==> config.mk <==
export PLATFORM = sky130hd
export DESIGN_NAME = serial_pattern_tx
export DESIGN_NICKNAME = d
export VERILOG_FILES = /design/src/rtl/serial_tx_pkg.sv /design/src/rtl/tx_shift_reg.sv /design/src/rtl/serial_pattern_tx.sv
export SDC_FILE = /design/constraint.sdc
export NUM_CORES = 1
export LEC_CHECK = 0
export ABC_AREA = 1
export BUFFER_PORTS_ARGS = -buffer_cell sky130_fd_sc_hd__buf_2
export CORE_ASPECT_RATIO = 1.2
export CORE_UTILIZATION = 55
export CTS_BUF_LIST = sky130_fd_sc_hd__clkbuf_4 sky130_fd_sc_hd__clkbuf_8 sky130_fd_sc_hd__clkbuf_16
export CTS_CLUSTER_DIAMETER = 60
export DETAILED_ROUTE_END_ITERATION = 8
export PLACE_DENSITY = 0.9
export REMOVE_ABC_BUFFERS = 1
export SYNTH_ARGS = -nofsm -noshare
export SYNTH_HDL_FRONTEND = slang
export SYNTH_SLANG_ARGS = --single-unit
==> constraint.sdc <==
create_clock -name clk -period 2.02 [get_ports clk]
set_input_delay 0.303 -clock clk [delete_from_list [all_inputs] [get_ports clk]]
set_output_delay 0.303 -clock clk [all_outputs]
set_load 0.01 [all_outputs]
==> src/rtl/serial_tx_pkg.sv <==
// Shared definitions for the serial pattern transmitter; detector benches import
// this package so they decode the debug state bus the same way.
package serial_tx_pkg;

  typedef enum logic [2:0] {
    ST_IDLE  = 3'd0,
    ST_SHIFT = 3'd1,
    ST_GAP   = 3'd2
  } tx_state_e;

  localparam int unsigned LEN_W = 4;
  localparam int unsigned GAP_W = 4;

  // Zero or oversize requests both mean "send the whole payload".
  function automatic int unsigned eff_len(input logic [LEN_W-1:0] len,
                                          input int unsigned data_w);
    int unsigned l;
    l = 32'(len);
    return (l == 0 || l > data_w) ? data_w : l;
  endfunction

endpackage

==> src/rtl/tx_shift_reg.sv <==
// Parallel-load, MSB-out, left-shifting payload register; zeros fill from the LSB.
module tx_shift_reg #(
  parameter int unsigned DATA_W = 8
) (
  input  logic              clk,
  input  logic              rst,
  input  logic              load,
  input  logic              shift,
  input  logic [DATA_W-1:0] load_val,
  output logic              msb_out
);

  logic [DATA_W-1:0] sr_q, sr_d;

  // NOTE: sr_d gets a default before any branch, so no path leaves it unassigned and no latch is inferred.
  always_comb begin
    sr_d = sr_q;
    if (load) begin
      sr_d = load_val;
    end else if (shift) begin
      sr_d = sr_q << 1;
    end
  end

  // NOTE: non-blocking here so every flop samples pre-edge values regardless of block ordering.
  // NOTE: this is a plain register, not a RAM, so it is reset with everything else and never shows X.
  always_ff @(posedge clk) begin
    if (rst) begin
      sr_q <= '0;
    end else begin
      sr_q <= sr_d;
    end
  end

  assign msb_out = sr_q[DATA_W-1];

endmodule

==> src/rtl/serial_pattern_tx.sv <==
// Frames a DATA_W-bit payload MSB-first onto a serial line, one bit per clock,
// followed by GAP_CYC idle cycles. All outputs are registered.
module serial_pattern_tx
  import serial_tx_pkg::*;
#(
  parameter int unsigned DATA_W  = 8,
  parameter int unsigned GAP_CYC = 2
) (
  input  logic              clk,
  input  logic              rst,
  input  logic              start,
  input  logic [DATA_W-1:0] data,
  input  logic [3:0]        len,
  output logic              ready,
  output logic              serial_out,
  output logic              serial_valid,
  output logic              done,
  output logic [2:0]        state
);

  localparam int unsigned CNT_W = $clog2(DATA_W + 1);

  tx_state_e         state_q, state_d;
  logic [CNT_W-1:0]  cnt_q, cnt_d;
  logic [GAP_W-1:0]  gap_q, gap_d;
  logic              ready_q, ready_d;
  logic              out_q, out_d;
  logic              valid_q, valid_d;
  logic              done_q, done_d;

  logic [CNT_W-1:0]  len_eff;
  logic [DATA_W-1:0] aligned;
  logic              sr_load, sr_shift, sr_msb;

  // The first bit leaves straight from the aligned input, so the register is
  // loaded pre-shifted and its MSB is always the next bit still to send.
  tx_shift_reg #(.DATA_W(DATA_W)) u_shift (
    .clk      (clk),
    .rst      (rst),
    .load     (sr_load),
    .shift    (sr_shift),
    .load_val (aligned << 1),
    .msb_out  (sr_msb)
  );

  always_comb begin
    len_eff  = CNT_W'(eff_len(len, DATA_W));
    aligned  = data << (DATA_W - 32'(len_eff));
    state_d  = state_q;
    cnt_d    = cnt_q;
    gap_d    = gap_q;
    ready_d  = 1'b0;
    out_d    = 1'b0;
    valid_d  = 1'b0;
    done_d   = 1'b0;
    sr_load  = 1'b0;
    sr_shift = 1'b0;

    case (state_q)
      ST_IDLE: begin
        ready_d = 1'b1;
        if (start) begin
          state_d = ST_SHIFT;
          ready_d = 1'b0;
          cnt_d   = len_eff;
          sr_load = 1'b1;
          out_d   = aligned[DATA_W-1];
          valid_d = 1'b1;
          done_d  = (len_eff == CNT_W'(1));
        end
      end

      // cnt_q counts bits still on the line, including the one currently driven.
      ST_SHIFT: begin
        if (cnt_q <= CNT_W'(1)) begin
          state_d = ST_GAP;
          cnt_d   = '0;
          gap_d   = GAP_W'(GAP_CYC);
        end else begin
          cnt_d    = cnt_q - CNT_W'(1);
          sr_shift = 1'b1;
          out_d    = sr_msb;
          valid_d  = 1'b1;
          done_d   = (cnt_q == CNT_W'(2));
        end
      end

      ST_GAP: begin
        if (gap_q <= GAP_W'(1)) begin
          state_d = ST_IDLE;
          gap_d   = '0;
          ready_d = 1'b1;
        end else begin
          gap_d = gap_q - GAP_W'(1);
        end
      end

      default: begin
        state_d = ST_IDLE;
        ready_d = 1'b1;
      end
    endcase
  end

  always_ff @(posedge clk) begin
    if (rst) begin
      state_q <= ST_IDLE;
      cnt_q   <= '0;
      gap_q   <= '0;
      ready_q <= 1'b1;
      out_q   <= 1'b0;
      valid_q <= 1'b0;
      done_q  <= 1'b0;
    end else begin
      state_q <= state_d;
      cnt_q   <= cnt_d;
      gap_q   <= gap_d;
      ready_q <= ready_d;
      out_q   <= out_d;
      valid_q <= valid_d;
      done_q  <= done_d;
    end
  end

  assign state        = state_q;
  assign ready        = ready_q;
  assign serial_out   = out_q;
  assign serial_valid = valid_q;
  assign done         = done_q;

endmodule

==> Word level (Yosys, flattened, before mapping) <==
Index checks and enable logic that the tools add are counted.
W data, S select, Z words.
{ "word_totals": {"inputBits": 15, "n_memories": 0, "reg_bits": 22, "output_inout_bits": 7, "elab_cells": 58, "mem_bits_ro": 0, "latchBits": 0, "ram_bits": 0} }
{ "classes": {"n_reduce_logical": 9, "shifts": 1, "multipliers": 0, "bitwise_logic": 0, "n_addsub": 3, "n_eq_ne": 7, "magnitude_cmp": 3, "muxes": 27, "div_mod_pow": 0} }
{ "ops": {"columns": ["cell", "n"], "rows": [
  ["$shl A8 B32 Y8", 1],
  ["$mux W4", 5],
  ["$mux W8", 2],
  ["$pmux W4 S2", 2],
  ["$mux W1", 10],
  ["$mux W3", 3],
  ["$pmux W3 S3", 1],
  ["$le A4 B1 Y1 const B", 2],
  ["$sub A4 B1 Y4 const B", 2],
  ["$ne A2 B2 Y1 const B", 3],
  ["$pmux W1 S2", 3],
  ["$reduce_bool A2 Y1", 3],
  ["$sub A4 B4 Y5 const A", 1],
  ["$eq A4 B1 Y1 const B", 1],
  ["$eq A4 B2 Y1 const B", 1],
  ["$gt A4 B4 Y1 const B", 1],
  ["$logic_not A4 Y1", 1],
  ["$reduce_and A2 Y1", 2],
  ["$eq A3 B1 Y1 const B", 1],
  ["$eq A3 B2 Y1 const B", 1],
  ["$logic_not A3 Y1", 1],
  ["$pmux W1 S3", 1],
  ["$reduce_and A3 Y1", 1],
  ["$logic_or A1 B1 Y1", 1]
]} }

==> Longest topological paths before layout <==
Gate-level depths: netlist of run 1.
{ "depth": {"ltp_word": 7, "depth_mapped": 15, "ltp_nobuf": 15} }

==> Modules after synthesis <==
Synthesis of run 1 repeated with hierarchy kept, for this count alone.
{ "unflattened": {"cells_unflattened": 221, "hier_area_um2": 1492.7} }
{ "by_module_without_submodules": {"columns": ["module", "n_inst", "seq_area_each_um2", "cells_per_inst", "area_each_um2"], "rows": [
  ["serial_pattern_tx", 1, 280.3, 161, 1093.5],
  ["tx_shift_reg", 1, 160.2, 60, 399.1]
]} }

==> Least setup slack after synthesis of run 1 <==
No wires, ideal clock.
{ "synth_path": {"path_type": "input to register", "from": "input len[0]", "to": "register u_shift.sr_q[3]", "path_stages": 13, "required_time_ns": 1.951, "setup_slack_ns": 0.229, "t_arrival_ns": 1.723, "n_path_buf": 0, "setup_time_ns": 0.069, "cell_sequence": "nor2_2 nand2_2 nand2_2 nand3_2 ha_1 inv_1 xor2_1 nand2_1 inv_1 nand3_1 nand2_1 nand2_1 o21ai_1"} }
{ "synth_via": {"elab_chain_cells": 6, "elab_cells_between_ends": 7, "classes_between": "add/sub (1); order compare (1); shift (1); mux (2); reduce/logical (2)"} }
{ "synth_lines": {"columns": ["item", "line", "text"], "rows": [
  ["from (decl)", "serial_pattern_tx.sv:13", "input logic [3:0] len,"],
  ["$gt A4 B4 Y1 or $logic_not A4 Y1 (tied branches)", "serial_tx_pkg.sv:19", "return (l == 0 || l > data_w) ? data_w : l;"],
  ["$logic_or A1 B1 Y1", "serial_tx_pkg.sv:19", null],
  ["$mux W4 (*)", "serial_tx_pkg.sv:19", null],
  ["$sub A4 B4 Y5 (*)", "serial_pattern_tx.sv:48", "aligned = data << (DATA_W - 32'(len_eff));"],
  ["$shl A8 B32 Y8 (*)", "serial_pattern_tx.sv:48", null],
  ["$mux W8 (*)", "tx_shift_reg.sv:18", "if (load) begin"],
  ["to (signal assigned)", "tx_shift_reg.sv:31", "sr_q <= sr_d;"],
  ["to (decl)", "tx_shift_reg.sv:13", "logic [DATA_W-1:0] sr_q, sr_d;"]
]} }
Every way passes the cells marked *; elsewhere a longest branch is shown, timed or not.
A chain may end at the register's enable or synchronous reset.

==> Final worst setup path of run 1 <==
{ "layout_path": {"from": "register cnt_q[0]", "to": "register u_shift.sr_q[7]"} }
{ "layout_via": {"elab_chain_cells": 4} }
{ "layout_lines": {"columns": ["item", "line", "text"], "rows": [
  ["from (decl)", "serial_pattern_tx.sv:24", "logic [CNT_W-1:0] cnt_q, cnt_d;"],
  ["from (signal assigned)", "serial_pattern_tx.sv:116", "cnt_q <= cnt_d;"],
  ["$le A4 B1 Y1", "serial_pattern_tx.sv:75", "if (cnt_q <= CNT_W'(1)) begin"],
  ["$mux W1", "serial_pattern_tx.sv:75", null],
  ["$mux W1", "serial_pattern_tx.sv:59", "case (state_q)"],
  ["$reduce_bool A2 Y1 (no line)", null, null]
]} }
Every way passes these cells.

==> results by stage, run 1 <==
Power and ir drop:
- The worst ir drop on vdd is between 0.5 and 0.6 mV.
- The proportion of power drawn by flip-flops and latches is roughly 45%.
- Of the total power, the share spent switching nets is 37.7%.
- The reported leakage power is ~0.00078 uW.
- Dividing total power by cell area gives a power density of slightly above 700 nW/um2.
- Of the total power, combinational logic draws between 30% and 40%.
- The internal portion of the total power is 693 uW.
- The net switching power of the design is ~420 uW.
- The clock network power share is 18.2%.

Synth:
- Ranked by instance count, the synthesized netlist is headed by sky130_fd_sc_hd__nand2_1 (59), sky130_fd_sc_hd__nand3_1 (22), sky130_fd_sc_hd__dfxtp_1 (21), sky130_fd_sc_hd__inv_1 (21), sky130_fd_sc_hd__o21ai_0 (15).
- The main flop type after synthesis is sky130_fd_sc_hd__dfxtp_1.
- The post-synthesis sequential element count is 21.
- After synthesis, the cell types taking the most area are sky130_fd_sc_hd__dfxtp_1 (31%), sky130_fd_sc_hd__nand2_1 (16%), sky130_fd_sc_hd__nand3_1 (8.1%), sky130_fd_sc_hd__ha_1 (6.4%), sky130_fd_sc_hd__inv_1 (5.8%).
- In this run, synthesis inferred 0 flip-flops with an integrated enable.
- The area of the mapped netlist is between 1000 and 1500 um2.
- The count of cell types in the netlist is 30.
- For this run, the number of Yosys warnings is 0.
- Summing the sequential cell areas from Yosys gives a little under a third of the chip area.
- In the post-synthesis netlist, the cell with the most instances is sky130_fd_sc_hd__nand2_1.
- The post-synthesis async set-or-reset flop share is 0%.
- The biggest area contributor in the post-synthesis netlist is sky130_fd_sc_hd__dfxtp_1.
- The top cell type's share of synthesized area is a little under a third.
- The cell count after synthesis came out at approximately 200.
- The average cell area after synthesis is between 6 and 7 um2.

STA:
- The final period utilization is between 80% and 90%.
- The max-slew violation count was 0.
- Final hold analysis gives a worst-case slack of between 0.3 and 0.4 ns.
- After layout, the minimum clock period comes to around 1.8 ns.
- Setup repair after global routing left no endpoint under its margin.
- The clock arrives with around 0.0014 ns of skew.
- The number of hold violations in the final report came to 0.
- After layout, the worst setup slack is roughly 0.25 ns.
- The achievable clock frequency is ~570 MHz.
- Setup violations remaining at the end of the flow were counted as 0.

Clocking:
- After clock tree synthesis, the flow added hold-fix buffers numbering 0.
- The CTS clock-pin slew for the worst setup and hold paths is 0.12 ns.
- The insertion delay of the later-clocked pin in the worst-skew pair is ~0.3 ns.
- The number of buffers inserted during clock tree synthesis is 3.
- The root buffer cell chosen for the clock tree is sky130_fd_sc_hd__clkbuf_4.
- The post-cts sizing count is 0.
- CTS built an H-tree with a depth of 1.
- The number of buffers inserted to repair setup after CTS is 0.
- The clock passes through at most 2 buffers.
- The clock tree from TritonCTS is done.
- The tree built by TritonCTS fans out to 21 sinks.

Placed design:
- The port buffer count is 20.
- Detailed placement ended at an HPWL of between 2000 and 2500 um.
- The total placed instance area is roughly 1500 um2.
- The weighted congestion at the end of routability-driven global placement is ~0.84.
- The worst setup slack after placement is -0.0374 ns.

Floorplanning:
- 22 I/O pins were placed.
- The floorplan step defined a die boundary enclosing approximately 2700 um2.
- In this run the standard cell core region covers around 2300 um2.
- Once the floorplan was initialized, standard cells occupied 59.1% of the core.
- The die is around 57 um tall.
- The floorplan step set the die width to between 40 and 50 um.
- The standard-cell row count is 19.

Routing:
- For this run, design rule violations remaining after detail routing come to 0.
- The final layout contains routed wiring with a total length of 3010 um.
- The detailed-route wire length per cell is around 11 um.
- The number of DRC violations after detailed-routing iteration 0 is 36.
- The via count is 1427.
- The number of nets with antenna violations after detailed routing is 0.
- The detailed-routing iteration count for the pre-antenna-repair pass is 4.
- Using the TritonRoute via totals, the vias-per-cell ratio works out to roughly 5.4.

Worst hold path:
- The tightest min-delay check is of the primary input to flip-flop type.
- The worst-case hold path end point is state[0].
- The worst hold path was traced through 2 stages.
- The startpoint identified for the worst hold timing path is rst.

Finish:
- Of the cells placed in the final design, the portion with a size suffix greater than 1 is about a fifth.
- The repair_antennas step left the layout with diodes totalling 0.
- The area growth from synthesis to layout is 14.6%.
- With fillers left out, the area of the finished cells amounts to around 1600 um2.
- The final net count is around 250.

Global routing:
- The global-route wire length before repair is ~5200 um.
- The pin count of the biggest net entering global routing is 13.
- The total grt overflow is 0.
- The number of global-route vias before repair is 1346.
- In the global route stage, overall resource usage came out at between 20% and 30%.
- The number of antenna violations at the first check in global routing was 0.

Status:
- The run finished with clean final reports.

Setup path:
- The worst setup path is launched from a flip-flop.
- The data arrival time of the critical path is roughly 2 ns.
- The path depth of the worst reg2reg path is 11.
- The critical path is of the flip-flop to flip-flop type.
- In this run the critical register-to-register path is captured at u_shift.sr_q[7].
- STA classifies the critical path endpoint as a flip-flop.
- The largest fanout on the critical path is 7.
- The required time of the worst setup path is approximately 2.2 ns.
- The worst register-to-register path begins at cnt_q[0].
- The setup check on the worst reg-to-reg path leaves a slack of 0.25 ns.

Job:
- The tool flagged a number of max-cap violations equal to 0.
[cell usage in the layout, fill, tap and decap left out]
master	n
sky130_fd_sc_hd__nand4_1	4
sky130_fd_sc_hd__xor2_1	3
sky130_fd_sc_hd__nor2_1	11
sky130_fd_sc_hd__o21ai_0	15
sky130_fd_sc_hd__a211oi_1	1
sky130_fd_sc_hd__nor3_2	1
sky130_fd_sc_hd__a31oi_1	4
sky130_fd_sc_hd__inv_2	2
sky130_fd_sc_hd__o32ai_1	1
sky130_fd_sc_hd__clkbuf_4	3
sky130_fd_sc_hd__o31ai_1	1
sky130_fd_sc_hd__nor2_4	1
sky130_fd_sc_hd__nor2_8	1
sky130_fd_sc_hd__clkinv_2	1
sky130_fd_sc_hd__nand2_1	59
sky130_fd_sc_hd__o21a_1	1
sky130_fd_sc_hd__ha_1	7
sky130_fd_sc_hd__o21ai_1	1
sky130_fd_sc_hd__buf_4	7
sky130_fd_sc_hd__buf_2	20
sky130_fd_sc_hd__nand2_2	6
sky130_fd_sc_hd__nor2_2	3
sky130_fd_sc_hd__conb_1	1
sky130_fd_sc_hd__nand3_2	2
sky130_fd_sc_hd__a41oi_1	1
sky130_fd_sc_hd__dfxtp_1	21
sky130_fd_sc_hd__a221oi_1	2
sky130_fd_sc_hd__nand3_1	22
sky130_fd_sc_hd__inv_1	21
sky130_fd_sc_hd__nor3_1	1
sky130_fd_sc_hd__a21oi_1	7
[cell type report]
type | instances | area [um2]
tap | 31 | 38.8
timing repair buffer | 27 | 153
clock buffer | 3 | 22.5
fill | 229 | 744
inverter | 23 | 86.3
clock inverter | 1 | 5.00
sequential | 21 | 420
multi-input combinational | 156 | 836
[worst max-delay path: stages (launching register included)]
cell                      delay [ns]
sky130_fd_sc_hd__dfxtp_1        0.36
sky130_fd_sc_hd__inv_1          0.13
sky130_fd_sc_hd__ha_1           0.20
sky130_fd_sc_hd__nor2_1         0.07
sky130_fd_sc_hd__nor3_2         0.23
sky130_fd_sc_hd__nor2_4         0.10
sky130_fd_sc_hd__nor2_2         0.19
sky130_fd_sc_hd__inv_2          0.09
sky130_fd_sc_hd__o21ai_0        0.16
sky130_fd_sc_hd__inv_1          0.06
sky130_fd_sc_hd__nand2_1        0.06
sky130_fd_sc_hd__inv_1          0.04
[per-stage QoR]
step                      TNS (ns)  power (uW)  utilization (%)  std cells
after floorplan                  0         792                -        200
after global placement           0         904             66.5        258
after CTS                        0        1110             67.7        262
after global routing             0        1190             67.7        262
final                            0        1110             67.7        262
after detailed placement   -0.0557         913             66.5        258
[flip-flops by register name, summed over array words and instances (netlist names)]
signal and cells:
cnt_q 4, done 1, gap_q 4, ready 1, serial_out 1, serial_valid 1
state 2, u_shift.sr_q 7
[power groups by stage]
stage	Clock, uW	Combinational, uW	Sequential, uW
global placement	0	400	504
floorplan	0	287	505
finish	202	413	497
CTS	207	409	497
detailed placement	0	407	506
global route	221	468	503
[cells by family after synthesis]
group | synth area share, %
and+or+nand+nor | 38.2
AOI/OAI and AO/OA | 14.5
buffers and inverters | 7.81
DFF | 30.9
adders and majority gates | 6.43
xor gates and xnor gates | 1.93
other | 0.275
[metal layers]
metal / track usage (%) / part of all wire [%]
met1: 30.5 / 42
met5: 0 / 0
met2: 43.1 / 51
met3: 3.86 / 5.3
met4: 10.2 / 1.0
[worst max path at each step]
stage                        start               to  slack [ns]  depth (start not counted)
final                     cnt_q[0]  u_shift.sr_q[7]        0.25                         11
after global routing      cnt_q[0]  u_shift.sr_q[7]         0.1                         11
after CTS                 cnt_q[0]  u_shift.sr_q[7]        0.26                         11
after detailed placement    len[0]  u_shift.sr_q[7]       -0.04                         12
after global placement      len[0]  u_shift.sr_q[7]        0.05                         12
after floorplan             len[0]  u_shift.sr_q[3]        0.23                         13
(Power assumes the default switching activity.)
==> run 2: changes to the inputs <==
--- a/config.mk
+++ b/config.mk
@@ -12,7 +12,7 @@
 export CTS_BUF_LIST = sky130_fd_sc_hd__clkbuf_4 sky130_fd_sc_hd__clkbuf_8 sky130_fd_sc_hd__clkbuf_16
 export CTS_CLUSTER_DIAMETER = 60
 export DETAILED_ROUTE_END_ITERATION = 8
-export PLACE_DENSITY = 0.9
+export PLACE_DENSITY = 0.79
 export REMOVE_ABC_BUFFERS = 1
 export SYNTH_ARGS = -nofsm -noshare
 export SYNTH_HDL_FRONTEND = slang
==> results by stage, run 2 (synthesized netlist as in run 1, its figures left out) <==
Status:
- The run finished with clean final reports.

Finish:
- The final net count is 254 (unchanged).
- The number of inserted diodes is 0 (unchanged).
- The area growth from synthesis to layout came to 14.6% (unchanged).
- The share of cells above drive strength 1 is 20.3% (unchanged).
- The leading cell type in the layout, fill and taps excluded is sky130_fd_sc_hd__nand2_1.
- In the layout the commonest cells are sky130_fd_sc_hd__nand2_1 (59), sky130_fd_sc_hd__nand3_1 (22), sky130_fd_sc_hd__inv_1 (21), sky130_fd_sc_hd__dfxtp_1 (21), sky130_fd_sc_hd__buf_2 (20).
- The largest registers in the layout are u_shift.sr_q (7), cnt_q (4), gap_q (4).
- More flip-flops sit in one register than any other, and that register is u_shift.sr_q.
- The number of flip-flops in the largest register is 7 (unchanged).

Routing:
- The detailed-route wire length per cell is 12.0 um (+4.4%).
- The detailed-routing iteration count for the pre-antenna-repair pass is 4 (unchanged).
- The number of nets with antenna violations after detailed routing was 0 (unchanged).
- The total DRC errors in the routed layout is 0 (unchanged).
- The number of DRC violations after detailed-routing iteration 0 is 31 (-14%).
- The via count is 1424 (-0.21%).
- The via count normalized by instance count is 5.44 (-0.21%).
- The overall routed net length came to 3140 um (+4.4%).

STA:
- The max-slew violation count is 0 (unchanged).
- The final period utilization is 87.7% (+0.13 points).
- The number of hold violations in the final report was 0 (unchanged).
- The achievable clock frequency is 565 MHz (-0.15%).
- The minimum clock period was 1.77 ns (+0.00264 ns).
- The final number of setup-violating endpoints came to 0 (unchanged).
- Setup repair after global routing left no endpoint under its margin.
- The final worst setup slack is 0.249 ns (-0.00264 ns).
- The worst setup skew after layout is 0.00467 ns (+0.00331 ns).

Floorplanning:
- The die outline height is 56.5 um (unchanged).
- The number of primary I/O pins came to 22 (unchanged).
- The standard-cell row count is 19 (unchanged).
- The overall die width is 47.4 um (unchanged).
- The placeable core area is 2310 um2 (unchanged).
- The starting density of the core is 59.1% (unchanged).
- The die outline area was 2680 um2 (unchanged).

Power and ir drop:
- The overall power consumption is 1110 uW (-0.19%).
- The reported leakage power is 0.000781 uW (about the same).
- The worst ir drop on vdd was 0.538 mV (-5.1%).
- The total power per unit cell area is 711 nW/um2 (-0.19%).

Clocking:
- The insertion delay of the later-clocked pin in the worst-skew pair was 0.30 ns (about the same).
- The clock tree from TritonCTS is done.
- The worst-case clock buffer depth is 2 (unchanged).
- The number of buffers inserted to repair setup after CTS is 0 (unchanged).
- The root buffer cell is sky130_fd_sc_hd__clkbuf_4.
- The depth of the CTS H-tree is 1 (unchanged).
- The number of hold buffers added after cts is 0 (unchanged).
- The post-cts sizing count is 0 (unchanged).
- The number of buffers inserted during clock tree synthesis came to 3 (unchanged).
- The TritonCTS sink count is 21 (unchanged).
- The CTS clock-pin slew for the worst setup and hold paths is 0.11 ns (about the same).

Job:
- The total of max-cap violations is 0 (unchanged).

Setup path:
- The worst setup path is launched from a primary input.
- The register-to-register path setup slack is 0.28 ns (+0.03 ns).
- The kind of critical path is primary input to flip-flop.
- The required time of the worst setup path is 2.23 ns (about the same).
- The data arrival time of the critical path is 1.98 ns (about the same).
- The kind of end point of the critical path is a flip-flop.
- The largest fanout on the critical path is 7 (unchanged).

Placed design:
- The weighted congestion at the end of routability-driven global placement is 0.915 (+8.5%).
- The half-perimeter wire length after placement is 2540 um (+8.6%).
- The worst setup slack after placement is -0.0420 ns (-0.00456 ns).
- The port buffer count is 20 (unchanged).

Global routing:
- The total grt overflow came to 0 (unchanged).
- The number of global-route vias before repair is 1359 (+0.97%).
- The global-route wire length before repair came to 5220 um (+1.2%).
- The overall global routing resource usage is 26.5% (+1.0 points).
- The pin count of the biggest net entering global routing is 13 (unchanged).
- The number of antenna violations at the first check in global routing was 0 (unchanged).

Worst hold path:
- The min-delay analysis places its worst path in the category primary input to flip-flop.
==> run 2: cell counts in the layout (fill, tap and decap cells not counted) <==
Identical to the previous run, type by type.
==> run 2: metrics by stage <==
step | hold WS [ns] | utilization, % | TNS (ns) | std cells | instance area [um2]
finish | 0.322 | 67.7 | 0 | 262 | 1560
global route | 0.327 | 67.7 | 0 | 262 | 1560
CTS | 0.322 | 67.7 | 0 | 262 | 1560
detailed placement | 0.469 | 66.5 | -0.0838 | 258 | 1530
global placement | 0.467 | 66.5 | 0 | 258 | 1530
floorplan | 0.372 | - | 0 | 200 | 1340
==> run 2: final cells by class <==
class,count,area [um2]
Tap cell,31,38.8
Sequential cell,21,420
Clock inverter,1,5.00
Multi-Input combinational cell,156,836
Clock buffer,3,22.5
Inverter,23,86.3
Timing Repair Buffer,27,153
Fill cell,226,744
==> run 2: routing by layer <==
| layer | up-vias | part of all wire, % | GRT usage (%) |
|---|---|---|---|
| li1 | 726 | - | - |
| met3 | 7 | 3.0 | 4.18 |
| met1 | 660 | 42 | 28.0 |
| met4 | 0 | 1.5 | 8.57 |
| met5 | - | 0 | 0 |
| met2 | 31 | 54 | 49.3 |
==> run 2: critical path, stage by stage <==
cell and delay [ns]:
sky130_fd_sc_hd__buf_2 0.12, sky130_fd_sc_hd__nor2_2 0.14, sky130_fd_sc_hd__nand3_1 0.17, sky130_fd_sc_hd__nand2_2 0.18, sky130_fd_sc_hd__nor2_8 0.04, sky130_fd_sc_hd__ha_1 0.39, sky130_fd_sc_hd__inv_1 0.20, sky130_fd_sc_hd__o21ai_0 0.15
sky130_fd_sc_hd__nand3_1 0.11, sky130_fd_sc_hd__nand2_1 0.06, sky130_fd_sc_hd__nand2_1 0.05, sky130_fd_sc_hd__o21ai_1 0.05
==> run 2: worst paths after layout <==
kind	to	cells past startpoint	startpoint
worst max-delay path	u_shift.sr_q[3]	12	len[0]
worst min-delay path	done	2	rst
worst min register to register	u_shift.sr_q[4]	2	u_shift.sr_q[4]
worst max register to register	u_shift.sr_q[7]	11	cnt_q[0]
==> run 2: power by group <==
part / internal [uW] / total [uW] / switching (uW)
logic: 155 / 413 / 258
registers: 464 / 499 / 34.9
clock network: 73.9 / 199 / 125
total: 693 / 1110 / 418
